`src/rtl/fetch_unit.sv`:
```
// Instruction fetch stage: issues in-order PC fetches under a credit limit,
// buffers {instr, pc} pairs for decode, and drops stale responses after a redirect.
module fetch_unit #(
  parameter int DEPTH = 2,
  parameter int CNT_W = 2
) (
  input  logic        clk,
  input  logic        reset,
  input  logic [31:0] pc_in,
  output logic        pc_write,
  output logic [31:0] next_pc,
  input  logic        flush,
  output logic        imem_req_valid,
  input  logic        imem_req_ready,
  output logic [31:0] imem_addr,
  input  logic        imem_rsp_valid,
  input  logic [31:0] imem_rdata,
  output logic        if_valid,
  input  logic        id_ready,
  output logic [31:0] if_instr,
  output logic [31:0] if_pc,
  output logic        fetch_err
);

  localparam int PTR_W = (DEPTH > 1) ? $clog2(DEPTH) : 1;
  localparam logic [CNT_W:0] DEPTH_C = (CNT_W+1)'(DEPTH);

  typedef struct packed {
    logic [31:0] instr;
    logic [31:0] pc;
  } ent_t;

  ent_t              fifo_q [DEPTH];
  ent_t              fifo_d [DEPTH];
  logic [31:0]       aq_q   [DEPTH];
  logic [31:0]       aq_d   [DEPTH];
  logic [PTR_W-1:0]  wr_ptr_q, wr_ptr_d, rd_ptr_q, rd_ptr_d;
  logic [PTR_W-1:0]  aq_wr_q, aq_wr_d, aq_rd_q, aq_rd_d;
  logic [CNT_W-1:0]  count_q, count_d;
  logic [CNT_W-1:0]  out_q, out_d;
  logic [CNT_W-1:0]  disc_q, disc_d;
  logic              err_q, err_d;

  logic fire, rsp_ok, rsp_drop, push, pop;

  function automatic logic [PTR_W-1:0] ptr_inc(input logic [PTR_W-1:0] p);
    return (p == PTR_W'(DEPTH-1)) ? '0 : p + PTR_W'(1);
  endfunction

  // Credit covers buffered entries plus every in-flight request, stale ones included.
  assign imem_req_valid = reset && !flush &&
                          (({1'b0, count_q} + {1'b0, out_q}) < DEPTH_C);
  assign imem_addr = pc_in;
  assign fire      = imem_req_valid && imem_req_ready;
  assign pc_write  = fire;
  assign next_pc   = pc_in + 32'd4;

  assign rsp_ok   = imem_rsp_valid && (out_q != '0);
  assign rsp_drop = rsp_ok && (disc_q != '0);
  assign push     = rsp_ok && (disc_q == '0) && !flush;
  assign pop      = (count_q != '0) && id_ready && !flush;

  assign if_valid  = (count_q != '0);
  assign if_instr  = fifo_q[rd_ptr_q].instr;
  assign if_pc     = fifo_q[rd_ptr_q].pc;
  assign fetch_err = err_q;

  always_comb begin
    fifo_d   = fifo_q;
    aq_d     = aq_q;
    wr_ptr_d = wr_ptr_q;
    rd_ptr_d = rd_ptr_q;
    aq_wr_d  = aq_wr_q;
    aq_rd_d  = aq_rd_q;
    count_d  = count_q;
    out_d    = out_q;
    disc_d   = disc_q;
    err_d    = err_q || (imem_rsp_valid && (out_q == '0));

    if (flush) begin
      // Existing discards are already part of out_q, so everything still in
      // flight after this edge becomes a discard.
      disc_d   = out_q - CNT_W'(rsp_ok);
      out_d    = out_q - CNT_W'(rsp_ok);
      count_d  = '0;
      wr_ptr_d = '0;
      rd_ptr_d = '0;
      aq_wr_d  = '0;
      aq_rd_d  = '0;
    end else begin
      count_d = count_q + CNT_W'(push) - CNT_W'(pop);
      out_d   = out_q + CNT_W'(fire) - CNT_W'(rsp_ok);
      disc_d  = disc_q - CNT_W'(rsp_drop);
      if (fire) begin
        aq_d[aq_wr_q] = pc_in;
        aq_wr_d       = ptr_inc(aq_wr_q);
      end
      // Stale responses are not in the address queue, so only kept ones pop it.
      if (push) begin
        fifo_d[wr_ptr_q] = '{instr: imem_rdata, pc: aq_q[aq_rd_q]};
        wr_ptr_d         = ptr_inc(wr_ptr_q);
        aq_rd_d          = ptr_inc(aq_rd_q);
      end
      if (pop) rd_ptr_d = ptr_inc(rd_ptr_q);
    end
  end

  always_ff @(posedge clk or negedge reset) begin
    if (!reset) begin
      fifo_q   <= '{default: '0};
      aq_q     <= '{default: '0};
      wr_ptr_q <= '0;
      rd_ptr_q <= '0;
      aq_wr_q  <= '0;
      aq_rd_q  <= '0;
      count_q  <= '0;
      out_q    <= '0;
      disc_q   <= '0;
      err_q    <= 1'b0;
    end else begin
      fifo_q   <= fifo_d;
      aq_q     <= aq_d;
      wr_ptr_q <= wr_ptr_d;
      rd_ptr_q <= rd_ptr_d;
      aq_wr_q  <= aq_wr_d;
      aq_rd_q  <= aq_rd_d;
      count_q  <= count_d;
      out_q    <= out_d;
      disc_q   <= disc_d;
      err_q    <= err_d;
    end
  end

endmodule

```
`config.mk`:
```
export PLATFORM = sky130hd
export DESIGN_NAME = fetch_unit
export DESIGN_NICKNAME = d
export VERILOG_FILES = /design/src/rtl/fetch_unit.sv
export SDC_FILE = /design/constraint.sdc
export NUM_CORES = 1
export LEC_CHECK = 0
export ABC_AREA = 1
export BUFFER_PORTS_ARGS = -buffer_cell sky130_fd_sc_hd__buf_2
export CORE_MARGIN = 3
export CORE_UTILIZATION = 44
export CTS_CLUSTER_DIAMETER = 50
export DETAILED_ROUTE_END_ITERATION = 10
export PLACE_DENSITY = 0.66
export RECOVER_POWER = 25
export SLEW_MARGIN = 20
export SYNTH_ARGS = -nofsm -noshare
export SYNTH_HDL_FRONTEND = slang
export SYNTH_SLANG_ARGS = --single-unit
export TNS_END_PERCENT = 100
```
`constraint.sdc`:
```
create_clock -name clk -period 2.4 [get_ports clk]
set_clock_uncertainty 0.15 [all_clocks]
set_input_delay 0.12 -clock clk [delete_from_list [all_inputs] [get_ports clk]]
set_output_delay 0.12 -clock clk [all_outputs]
set_load 0.05 [all_outputs]
```
==> flow_summary.ini <==
[status]
outcome = finished, violations left
failed_checks = capacitance limit, slew limit

[setup_path]
crit_arrival_ns = 2.07
crit_path_end_kind = output port
regToRegSetupSlack_ns = 0.27
worstReg2RegEnd = aq_q[39]
critPathMaxFanout = 7
crit_type = in -> out
rr_worst_depth = 9
r2r_start = count_q[0]
startpoint_type = input port
cp.required_ns = 2.13

[min_path]
min_path_cells = 4
worstHoldStart = imem_rdata[4]
hold-path-endpoint = fifo_q[36]
min_path_type = in -> reg

[route]
via_per_inst = 4.978
drc = 0
wl_per_cell_um = 14.89
routed-via-count = 9712
drtAntennaViolNets = 0
drtPass1Iterations = 6
dr.first_iter.drc_count = 901
routed_wl_mm = 29.05

[sta]
slew_viol_final = 124
fin_crit_sh = 0.9750
rsz0062_at_grt = yes
maxSlewHeadroom = -0.01677
hold_viol = 0
fmax_mhz = 427.4
hold_slack_ns = 0.2640
setup_viol = 0
period_needed_ns = 2.340
worst_slew_pin_slew_ns = 1.525

[run]
maxCapViolCount = 1

[clocking]
post-cts-setup-buffers = 0
cts_sinks = 203
cts.root.buffer_cell = clkbuf_16
cts_tree = done
cts_buffer_depth = 3
htree_levels = 1
cts_made_buffers = 23
cts.clk_slew.worst_paths_ns = 0.06
clk_latency_ns = 0.49

[synth]
synth_cell_type_count = 25
synth_top_area_frac = 0.4887
ys_seq_area_frac = 0.4887
syn_inst = 1425
yosysTopAreaCell = dfrtp_1
ys_warn_count = 0
synth_area_um2 = 10390
synth.avg_cell_area_um2 = 7.295
async_reset_ff_frac = 1.000
synth_most_common_cell = nand2_1
synth_edf_count = 0
synth_commonest_cells = nand2_1 (772), dfrtp_1 (203), nand3_1 (139)
ys.flop_type = dfrtp_1
synth.area.top_cells = dfrtp_1 (49%), nand2_1 (28%), nand3_1 (6.7%)
syn_nets = 1502
synth_seq_cells = 203

[die]
num_rows = 55
core-area_um2 = 22920
io_pins = 202
die_h_um = 159.7
start_util = 0.4536
die_w_um = 159.7
dieArea_um2 = 25510

[placed_design]
finalWeightedCongestion = 0.8342
port_buffers = 201
hpwl_mm = 18.18

[pwr]
p_comb_frac = 0.422
power_leakage_nw = 7.275
power_density_nw_per_um2 = 1156
p_seq_frac = 0.361
p_sw_frac = 0.4485
power_switching_mw = 6.690
clockPowerShare = 0.217
vdd_ir_drop_max_mv = 0.7568
p_int_mw = 8.227
power.total_mw = 14.92

[layout]
finalNetCount = 1702
areaGrowthSynthToFinish_pct = 24.17
fin_util = 0.5633
n_fill_cell = 2153
n_antenna_cell = 0
drive_gt1_frac = 0.1740

[global_route]
grt_pass1_wl_mm = 48.60
grt_overflow = 0
grt_usage = 0.2255
grt_pass1_vias = 9697
antenna_found_initial = 0
grt_max_degree = 124
==> kinds of logic after synthesis <==
logic type | Yosys count | synth area share
DFF | 203 | 0.4887
adders and majority gates | 7 | 0.009148
xor gates and xnor gates | 19 | 0.01601
and+or+nand+nor | 1031 | 0.4090
muxes | 1 | 0.0009630
buffers and inverters | 156 | 0.07198
AOI/OAI and AO/OA | 8 | 0.004213
==> worst max-delay path: stages <==
cell	delay, ns
dlygate4sd3_1	0.52
buf_2	0.18
nand2_1	0.07
nor2_1	0.20
nand2_1	0.21
nor2_2	0.27
xor2_1	0.21
buf_2	0.29
==> power by group through the flow <==
stage,registers [mW],logic [mW],clock network [mW]
2_1_floorplan,5.28,4.67,0
3_3_place_gp,5.40,6.09,0
3_5_place_dp,5.44,6.20,0
4_1_cts,5.39,6.30,3.30
5_1_grt,5.55,6.94,3.44
6_report,5.39,6.30,3.23
==> registers in the layout, summed over array words and instances, names as in the netlist <==
signal	flops
count_q	2
wr_ptr_q	1
rd_ptr_q	1
aq_q	64
fetch_err	1
fifo_q	128
aq_wr_q	1
aq_rd_q	1
out_q	2
disc_q	2
==> layout make-up <==
type	count	area (um2)	share of cell area
inverter	33	127.6	0.009888
sequential	203	5082	0.3938
tap	313	391.6	0.03034
timing repair buffer	298	1998	0.1548
clock buffer	31	615.6	0.04769
clock inverter	7	66.31	0.005138
multi-input combinational	1066	4626	0.3584
==> placed cells by master, fill, tap and decap left out, types with 12 or more instances in the layout <==
master / netlist / final
nor2_1: 42 / 36
buf_4: 38 / 24
buf_2: 16 / 191
dlygate4sd3_1: 0 / 69
clkbuf_16: 0 / 23
inv_1: 28 / 26
nand4_1: 64 / 64
dfrtp_1: 203 / 201
nand2_1: 772 / 768
xor2_1: 12 / 12
nand3_1: 139 / 139
==> worst max-delay path by stage <==
stage                from        endpoint  slack, ns  depth (start not counted)
2_1_floorplan  count_q[0]        out_q[1]       0.02                         11
3_3_place_gp   count_q[0]        aq_q[35]       0.26                          9
3_5_place_dp   count_q[0]        aq_q[35]       0.22                          9
4_1_cts        count_q[0]  imem_req_valid       0.02                          6
5_1_grt          pc_in[4]     next_pc[13]      -0.06                          8
6_report         pc_in[4]     next_pc[13]       0.06                          8
==> through the flow <==
step / instance area, um2 / TNS (ns) / instances / setup slack [ns]
global placement: 11470 / 0 / 1844 / 0.2620
CTS: 12850 / 0 / 1951 / 0.01809
floorplan: 10400 / 0 / 1425 / 0.02171
detailed placement: 11470 / 0 / 1844 / 0.2196
finish: 12910 / 0 / 1951 / 0.06000
global route: 12910 / -0.1540 / 1951 / -0.05762
==> metal layers <==
| layer | vias to the layer above | share of wire | GRT usage | wire length [um] |
|---|---|---|---|---|
| li1 | 4864 | - | - | - |
| met1 | 4496 | 0.46 | 0.3075 | 13420 |
| met4 | 0 | 0.015 | 0.05372 | 441 |
| met2 | 320 | 0.46 | 0.3797 | 13370 |
| met3 | 32 | 0.063 | 0.03528 | 1819 |
| met5 | - | 0 | 0 | 0 |
==> repair_timing <==
action	in CTS	in global routing
hold endpoints to repair	292	0
gates resized for setup	3	25
pin swaps	1	1
hold buffers	69	0
setup endpoints to repair	2	19
Power figures use the tool's default switching activity.
